==> config.mk <==
export PLATFORM = sky130hd
export DESIGN_NAME = arm_pipe_controller
export DESIGN_NICKNAME = d
export VERILOG_FILES = /design/src/rtl/arm_pipe_controller.sv
export SDC_FILE = /design/constraint.sdc
export NUM_CORES = 1
export LEC_CHECK = 0
export ABC_AREA = 1
export CORE_MARGIN = 4
export CORE_UTILIZATION = 45
export DETAILED_ROUTE_END_ITERATION = 10
export PLACE_DENSITY = 0.79
export SLEW_MARGIN = 20
export SYNTH_ARGS = -nofsm -noshare
export SYNTH_HDL_FRONTEND = slang
export SYNTH_SLANG_ARGS = --single-unit
==> constraint.sdc <==
create_clock -name clk -period 1.59 [get_ports clk]
set_input_delay 0.318 -clock clk [delete_from_list [all_inputs] [get_ports clk]]
set_output_delay 0.318 -clock clk [all_outputs]
set_load 0.01 [all_outputs]
==> src/rtl/arm_pipe_controller.sv <==
// arm_pipe_controller
// Control unit for a 5-stage pipelined ARM core. It decodes the instruction
// in Decode, carries the control word through the E/M/W pipeline registers,
// holds the NZCV flags and evaluates the condition code in Execute. The
// condition result gates every write enable and the branch.
//
// Ports
//   clk, reset            clock, synchronous active-high reset
//   Cond/Op/Funct/Rd      instruction fields in Decode
//   FlushE                turns the D->E load into a bubble
//   ALUFlags              NZCV produced by the ALU in Execute
//   ImmSrcD, RegSrcD      combinational Decode controls
//   ALUControlE, ALUSrcE  Execute datapath controls
//   BranchTakenE          conditional branch resolved in Execute
//   MemtoRegE             load in Execute (load-use detection)
//   MemWriteM, RegWriteM  Memory-stage enables
//   RegWriteW, MemtoRegW  Writeback-stage controls
//   PCSrcW                PC loaded from the result in Writeback
//   PCWrPendingF          a PC write is in D, E or M
//   Flags                 current NZCV
module arm_pipe_controller #(
  parameter int ALUCTRL_W = 4,
  parameter bit COND_EN   = 1'b1
) (
  input  logic                 clk,
  input  logic                 reset,
  input  logic [3:0]           Cond,
  input  logic [1:0]           Op,
  input  logic [5:0]           Funct,
  input  logic [3:0]           Rd,
  input  logic                 FlushE,
  input  logic [3:0]           ALUFlags,
  output logic [1:0]           ImmSrcD,
  output logic [1:0]           RegSrcD,
  output logic [ALUCTRL_W-1:0] ALUControlE,
  output logic                 ALUSrcE,
  output logic                 BranchTakenE,
  output logic                 MemtoRegE,
  output logic                 MemWriteM,
  output logic                 RegWriteM,
  output logic                 RegWriteW,
  output logic                 MemtoRegW,
  output logic                 PCSrcW,
  output logic                 PCWrPendingF,
  output logic [3:0]           Flags
);

  localparam logic [ALUCTRL_W-1:0] ALU_ADD = ALUCTRL_W'(4'b0100);
  localparam logic [ALUCTRL_W-1:0] ALU_SUB = ALUCTRL_W'(4'b0010);

  // Decode
  logic                 w_reg_write_d, w_mem_write_d, w_memtoreg_d;
  logic                 w_alu_src_d, w_branch_d, w_pcs_d, w_bx_d;
  logic [ALUCTRL_W-1:0] w_alu_ctrl_d;
  logic [1:0]           w_flag_write_d;

  always_comb begin
    w_reg_write_d  = 1'b0;
    w_mem_write_d  = 1'b0;
    w_memtoreg_d   = 1'b0;
    w_alu_src_d    = 1'b0;
    w_branch_d     = 1'b0;
    w_bx_d         = 1'b0;
    w_alu_ctrl_d   = '0;
    w_flag_write_d = 2'b00;
    ImmSrcD        = 2'b00;
    RegSrcD        = 2'b00;
    case (Op)
      2'b00: begin
        w_alu_src_d = Funct[5];
        case (Funct[4:1])
          4'b0100, 4'b0010: begin
            w_alu_ctrl_d   = ALUCTRL_W'(Funct[4:1]);
            w_reg_write_d  = 1'b1;
            w_flag_write_d = Funct[0] ? 2'b11 : 2'b00;
          end
          4'b0000, 4'b1100, 4'b1101: begin
            w_alu_ctrl_d   = ALUCTRL_W'(Funct[4:1]);
            w_reg_write_d  = 1'b1;
            w_flag_write_d = Funct[0] ? 2'b10 : 2'b00;
          end
          4'b1010: begin
            w_alu_ctrl_d   = ALU_SUB;
            w_flag_write_d = 2'b11;
          end
          4'b1001: w_bx_d = 1'b1;
          default: ;
        endcase
      end
      2'b01: begin
        w_alu_src_d  = 1'b1;
        ImmSrcD      = 2'b01;
        w_alu_ctrl_d = Funct[3] ? ALU_ADD : ALU_SUB;
        if (Funct[0]) begin
          w_reg_write_d = 1'b1;
          w_memtoreg_d  = 1'b1;
        end else begin
          w_mem_write_d = 1'b1;
          RegSrcD       = 2'b10;
        end
      end
      2'b10: begin
        w_branch_d    = 1'b1;
        ImmSrcD       = 2'b10;
        w_alu_src_d   = 1'b1;
        w_alu_ctrl_d  = ALU_ADD;
        RegSrcD       = 2'b01;
        w_reg_write_d = Funct[4];
      end
      default: ;
    endcase
    // Writing R15 from a DP op or a load redirects the PC; BL writes R14.
    w_pcs_d = w_bx_d | (w_reg_write_d & ~Op[1] & (Rd == 4'hF));
  end

  // D->E register
  logic                 r_reg_write_e, r_mem_write_e, r_memtoreg_e;
  logic                 r_alu_src_e, r_branch_e, r_pcs_e;
  logic [ALUCTRL_W-1:0] r_alu_ctrl_e;
  logic [1:0]           r_flag_write_e;
  logic [3:0]           r_cond_e;
  logic [3:0]           r_flags;

  always_ff @(posedge clk) begin
    if (reset) begin
      r_reg_write_e  <= 1'b0;
      r_mem_write_e  <= 1'b0;
      r_memtoreg_e   <= 1'b0;
      r_alu_src_e    <= 1'b0;
      r_branch_e     <= 1'b0;
      r_pcs_e        <= 1'b0;
      r_alu_ctrl_e   <= '0;
      r_flag_write_e <= 2'b00;
      r_cond_e       <= 4'h0;
    end else begin
      // ALU control and condition still load on a flush; with every enable
      // cleared they have no effect.
      r_alu_ctrl_e <= w_alu_ctrl_d;
      r_alu_src_e  <= w_alu_src_d;
      r_cond_e     <= Cond;
      if (FlushE) begin
        r_reg_write_e  <= 1'b0;
        r_mem_write_e  <= 1'b0;
        r_memtoreg_e   <= 1'b0;
        r_branch_e     <= 1'b0;
        r_pcs_e        <= 1'b0;
        r_flag_write_e <= 2'b00;
      end else begin
        r_reg_write_e  <= w_reg_write_d;
        r_mem_write_e  <= w_mem_write_d;
        r_memtoreg_e   <= w_memtoreg_d;
        r_branch_e     <= w_branch_d;
        r_pcs_e        <= w_pcs_d;
        r_flag_write_e <= w_flag_write_d;
      end
    end
  end

  // Condition evaluation against the current flags
  logic w_n, w_z, w_c, w_v, w_cond_tab, w_cond_ex;
  assign {w_n, w_z, w_c, w_v} = r_flags;

  always_comb begin
    case (r_cond_e)
      4'b0000: w_cond_tab = w_z;
      4'b0001: w_cond_tab = ~w_z;
      4'b0010: w_cond_tab = w_c;
      4'b0011: w_cond_tab = ~w_c;
      4'b0100: w_cond_tab = w_n;
      4'b0101: w_cond_tab = ~w_n;
      4'b0110: w_cond_tab = w_v;
      4'b0111: w_cond_tab = ~w_v;
      4'b1000: w_cond_tab = w_c & ~w_z;
      4'b1001: w_cond_tab = ~w_c | w_z;
      4'b1010: w_cond_tab = (w_n == w_v);
      4'b1011: w_cond_tab = (w_n != w_v);
      4'b1100: w_cond_tab = ~w_z & (w_n == w_v);
      4'b1101: w_cond_tab = w_z | (w_n != w_v);
      default: w_cond_tab = 1'b1;
    endcase
  end

  assign w_cond_ex = COND_EN ? w_cond_tab : 1'b1;

  logic w_reg_write_ge, w_mem_write_ge, w_pcsrc_ge;
  assign w_reg_write_ge = r_reg_write_e & w_cond_ex;
  assign w_mem_write_ge = r_mem_write_e & w_cond_ex;
  assign w_pcsrc_ge     = r_pcs_e & w_cond_ex;

  // Flags and E->M / M->W registers
  logic r_pcsrc_m, r_memtoreg_m;
  logic r_reg_write_m, r_mem_write_m;
  logic r_reg_write_w, r_memtoreg_w, r_pcsrc_w;

  always_ff @(posedge clk) begin
    if (reset) begin
      r_flags       <= 4'h0;
      r_reg_write_m <= 1'b0;
      r_mem_write_m <= 1'b0;
      r_memtoreg_m  <= 1'b0;
      r_pcsrc_m     <= 1'b0;
      r_reg_write_w <= 1'b0;
      r_memtoreg_w  <= 1'b0;
      r_pcsrc_w     <= 1'b0;
    end else begin
      if (r_flag_write_e[1] & w_cond_ex) r_flags[3:2] <= ALUFlags[3:2];
      if (r_flag_write_e[0] & w_cond_ex) r_flags[1:0] <= ALUFlags[1:0];
      r_reg_write_m <= w_reg_write_ge;
      r_mem_write_m <= w_mem_write_ge;
      r_memtoreg_m  <= r_memtoreg_e;
      r_pcsrc_m     <= w_pcsrc_ge;
      r_reg_write_w <= r_reg_write_m;
      r_memtoreg_w  <= r_memtoreg_m;
      r_pcsrc_w     <= r_pcsrc_m;
    end
  end

  assign ALUControlE  = r_alu_ctrl_e;
  assign ALUSrcE      = r_alu_src_e;
  assign BranchTakenE = r_branch_e & w_cond_ex;
  assign MemtoRegE    = r_memtoreg_e;
  assign MemWriteM    = r_mem_write_m;
  assign RegWriteM    = r_reg_write_m;
  assign RegWriteW    = r_reg_write_w;
  assign MemtoRegW    = r_memtoreg_w;
  assign PCSrcW       = r_pcsrc_w;
  assign PCWrPendingF = w_pcs_d | r_pcs_e | r_pcsrc_m;
  assign Flags        = r_flags;

endmodule

==> After elaboration in Yosys (flattened, before gate mapping) <==
Index checks and enable logic that the tools add are counted.
{ "classes": {"eq_ne": 24, "reduce_logical": 10, "bitwise": 22, "muxes": 18} }
{ "op_table": {"columns": ["cell", "n"], "rows": [
  ["$eq 4x4->1 const B", 11],
  ["$eq 4x3->1 const B", 5],
  ["$pmux 1 s14", 1],
  ["$eq 4x2->1 const B", 3],
  ["$pmux 4 s3", 1],
  ["$and 1x1->1", 10],
  ["$reduce_or 3->1", 3],
  ["$logic_not 4->1", 2],
  ["$pmux 2 s2", 2],
  ["$pmux 4 s2", 1],
  ["$not 1->1", 7],
  ["$mux 1", 6],
  ["$mux 2", 3],
  ["$pmux 2 s3", 1],
  ["$reduce_or 2->1", 3],
  ["$or 1x1->1", 5],
  ["$reduce_or 5->1", 1],
  ["$eq 4x1->1 const B", 1],
  ["$mux 3", 1],
  ["$pmux 1 s3", 1],
  ["$eq 2x1->1 const B", 1],
  ["$eq 2x2->1 const B", 1],
  ["$logic_not 2->1", 1],
  ["$pmux 1 s2", 1],
  ["other kinds (2)", 2]
]} }
{ "word_totals": {"register_bits": 27, "in_bits": 23, "elab_cells": 92} }

==> Longest topological paths before layout <==
{ "depth": {"word_depth": 9, "depth_mapped": 11, "depth_no_buf": 11} }

==> Worst setup path before layout <==
OpenSTA, ideal clock, no wires.
{ "synth_path": {"path_kind": "register to output", "startpoint": "register r_flags[0] (netlist: Flags[0])", "endpoint": "output port BranchTakenE", "required_ps": 1272, "t_arrival_ps": 1115, "path_stages_with_launch": 8, "slack_ps": 157, "path_cell_list": "dfxtp_1 -> inv_1 -> nand2_1 -> nand3_2 -> nand2_1 -> nand3_2 -> nor2_4 -> nor2_1"} }
{ "synth_via": {"elab_chain_len": 4, "elab_cells_between_ends": 7, "classes_between": "eq/ne: 2; mux: 1; bitwise: 4"} }
{ "synth_rtl": {"columns": ["item", "line_no", "text"], "rows": [
  ["start: declaration", "122", "logic [3:0] r_flags;"],
  ["start signal: assignment", "207", "if (r_flag_write_e[0] & w_cond_ex) r_flags[1:0] <= ALUFlags[1:0];"],
  ["$ne 1x1->1 or $eq 1x1->1 (tied branches)", null, null],
  ["$or 1x1->1 or $and 1x1->1 (tied branches)", "178, 177", null],
  ["$pmux 1 s14 (*)", "164", "case (r_cond_e)"],
  ["$and 1x1->1 (*)", "220", "assign BranchTakenE = r_branch_e & w_cond_ex;"],
  ["end: declaration", "37", "output logic BranchTakenE,"]
]} }
Every way passes the cells marked *; elsewhere a longest branch is shown, timed or not.

==> Worst setup path in the final report <==
{ "layout_path": {"startpoint": "register r_cond_e[2]", "endpoint": "output port BranchTakenE"} }
{ "layout_via": {"elab_chain_len": 3, "elab_cells_between_ends": 16, "classes_between": "eq/ne: 13; mux: 1; bitwise: 1; reduce/logical: 1"} }
{ "layout_rtl": {"columns": ["item", "line_no", "text"], "rows": [
  ["start: declaration", "121", "logic [3:0] r_cond_e;"],
  ["start signal: assignment", "140", "r_cond_e <= Cond;"],
  ["$eq 4x4->1, or another cell as far along", "164", null],
  ["$pmux 1 s14 (*)", "164", null],
  ["$and 1x1->1 (*)", "220", null]
]} }
Marked as above.

==> key figures <==
Synth
  • Syn Area/Cell: 6.83 µm²
  • Synth warn: 0
  • Syn_nets: about 220
  • Synth Flop Type: dfxtp_1
  • Area leader, netlist: dfxtp_1
  • Number of flops mapped to enable cells by yosys: 0
  • Synth top area share: between 40% and 50%
  • Sequential area share after synthesis: between 40 and 50%
  • Post-Syn Area: between 1000 and 1500 µm²
  • Synth top cells by count: 41 x nand2_1, 37 x nor2_1, 35 x inv_1
  • Yosys cell types: 20
  • Most frequent cell after synthesis: nand2_1
  • Fraction of registers with async set/reset: 0%
  • Synth area leaders: dfxtp_1 41%, nand2_1 12%, nor2_1 10%
  • FF+latch count, synth: 27
  • Cells after synthesis: a little under 200

Placement
  • Gp weighted congestion: just under 0.9
  • Input/output buffers: 43
  • Placed insts: 290
  • Final HPWL DP: roughly 2600 µm
  • Placed Area: around 2000 µm²

Job
  • Max_cap viols: 0

Critical path
  • Worst setup SP type: flip-flop
  • Crit path DAT: roughly 1.5 ns
  • Worst path required time: about 1.3 ns
  • FF-to-FF path depth: 11
  • Worst r2r src: r_cond_e[2]
  • Top cell by count, worst path: nand2_1
  • Crit path max fanout: 5
  • Critical path type: reg2out
  • Worst R2R Setup Slack: between 0.15 and 0.2 ns
  • Critical path endpoint category: output pin
  • Slowest cell on the critical path: dfxtp_4
  • Buf/Inv on CP: 2
  • Crit-path cells: nand2_4 -> clkinv_2 -> nand3_4 -> nand2_1 -> nand2_1 -> nand3_2 -> nor2_4 -> nor2_1 -> buf_2
  • Slowest stage delay, CP: 0.39 ns
  • RR Endpoint: Flags[0]
  • Kind of cell adding the most delay to the critical path: simple AND/OR/NAND/NOR gates

Global routing
  • GRT Total Usage: approximately 17%
  • Antenna violations before repair: 0
  • Vias in the first global route: between 1000 and 1500
  • Global-route wire length before repair: 5520 µm
  • GR Overflow Total: 0
  • Largest net degree at the start of global routing: 17

STA
  • Tmin final: approximately 1.8 ns
  • # setup viols final: 2
  • Slew Limit Headroom: 81.4%
  • Slew Viols, Final: 0
  • Actual slew at the worst max-slew pin: around 0.28 ns
  • Worst Skew: about 0.013 ns
  • Fin Setup TNS: -0.220 ns
  • Final worst path period share: 112%
  • Fmax: 0.560 GHz
  • Hold slack: between 0.3 and 0.4 ns
  • Setup ws final: -0.194 ns
  • Final Hold Fails: 0
  • RSZ-0062 raised after global routing: true

Routing
  • Via count: approximately 1500
  • Vias/cell: between 4 and 5
  • DR pass1 iterations: 6
  • Drt drc: 0
  • Starting DRC count in detailed routing: 57
  • DR WL/cell: approximately 12 µm
  • WL final: roughly 3800 µm
  • Detail Route Antenna Nets: 0

Clock network
  • Worst-path clk slew: ~0.15 ns
  • Clk buf depth: 2
  • CTS buffer count: 3
  • H-Tree Depth: 1
  • CTS tree: done
  • # hold bufs at CTS: 0
  • Clock Sinks: 27
  • Worst-Skew Late Latency: ~0.32 ns
  • Clock root buffer: clkbuf_4

Hold path
  • Worst Min Path Start: Funct[3]
  • Worst Hold Path EP: ALUControlE[1]
  • Hold WC Path Type: in2reg
  • Hold Path Cell Cnt: 3

Final layout
  • Layout cells sized above 1: a little over a third
  • Layout area overhead: 62.9%
  • Final net count: 304
  • Final Cell Area: 2170 µm²
  • N_diodes: 0
  • Layout Cells excl Fill: around 310

Run status
  • Failing checks: negative setup slack
  • Status: complete, but fails checks

Floorplanning
  • IO Pins: 44
  • Core footprint: about 2800 µm²
  • Die height: approximately 62 µm
  • Std cell rows: 19
  • Initial Util: 47.9%
  • Die X: just over 60 µm
  • Die ar.: between 3000 and 4000 µm²

Pwr
  • Total power: 1.27 mW
  • Static leakage: approximately 1.1 nW
  • Worst VDD drop: just over 0.5 mV
  • PwrDens: roughly 600 nW/µm²
## kinds of logic (layout without fill, tap and decap cells)
| logic type | count (synthesis) | in the layout | synth area share, % |
|---|---|---|---|
| flip-flops | 27 | 27 | 40.6 |
| AO/OA/AOI/OAI | 11 | 11 | 4.32 |
| AND/OR/NAND/NOR | 112 | 112 | 38.2 |
| adder cells (fa/ha/maj) | 6 | 6 | 5.64 |
| buffers and inverters | 39 | 118 | 11.3 |
## state kept, by name, indices dropped and copies added (netlist names), 2 cells and up
name / flops
r_cond_e: 4
Flags: 4
r_flag_write_e: 2
ALUControlE: 4
## placed cells by master (no fill, tap or decap), types with 6 or more instances in the layout
master / n
nand2_1: 36
buf_4: 36
nor2_1: 32
inv_1: 28
clkdlybuf4s50_1: 21
dfxtp_1: 19
nand3_1: 12
nor2_2: 8
inv_2: 7
nand2_2: 7
nand3_2: 7
a21oi_1: 7
dlygate4sd2_1: 7
dfxtp_4: 6
dlymetal6s2s_1: 6
## how the worst max path moves through the flow
stage / from / end / slack, ns / cells past startpoint
detailed placement: Funct[4] / PCWrPendingF / -0.88 / 9
CTS: r_cond_e[2] / BranchTakenE / -0.15 / 9
global placement: Funct[4] / PCWrPendingF / -0.79 / 9
global route: r_cond_e[2] / BranchTakenE / -0.31 / 9
finish: r_cond_e[2] / BranchTakenE / -0.19 / 9
floorplan: Flags[0] / BranchTakenE / 0.16 / 7
## per-layer routing
| metal | global-route usage [%] | part of all wire [%] |
|---|---|---|
| met5 | 0 | 0 |
| met4 | 7.69 | 3.0 |
| met3 | 3.60 | 4.6 |
| met2 | 32.4 | 56 |
| met1 | 17.1 | 36 |
## stage by stage
| stage | setup slack (ns) | utilization [%] |
|---|---|---|
| global route | -0.310 | 78.0 |
| global placement | -0.795 | 70.5 |
| floorplan | 0.157 | - |
| detailed placement | -0.885 | 70.5 |
| CTS | -0.153 | 74.9 |
| finish | -0.194 | 78.0 |
## power by group
group | switching [mW] | internal, mW
Sequential | 0.0128 | 0.684
Clock | 0.193 | 0.0960
Combinational | 0.135 | 0.146
Total | 0.340 | 0.927
## cell type report
| cell class | count | area (µm²) |
|---|---|---|
| Inverter | 37 | 143 |
| Tap cell | 31 | 38.8 |
| Timing Repair Buffer | 77 | 671 |
| Clock buffer | 3 | 22.5 |
| Fill cell | 225 | 613 |
| Sequential cell | 27 | 566 |
| Multi-Input combinational cell | 129 | 721 |
| Clock inverter | 1 | 7.51 |
## worst register-to-register path: stages, from the launching register on
cell	delay, ns
dfxtp_4	0.39
nand2_4	0.09
clkinv_2	0.09
nand3_4	0.08
nand2_1	0.06
nand2_1	0.07
nand3_2	0.08
nor2_4	0.11
buf_4	0.15
nor2_2	0.04
nor2_1	0.08
nor2_1	0.05
## what timing repair did
item	CTS	global route
pin swaps	11	15
endpoints found under the setup margin	10	6
gates cloned	0	0
buffers inserted	7	4
resized for setup	57	39
(Power assumes the default switching activity.)
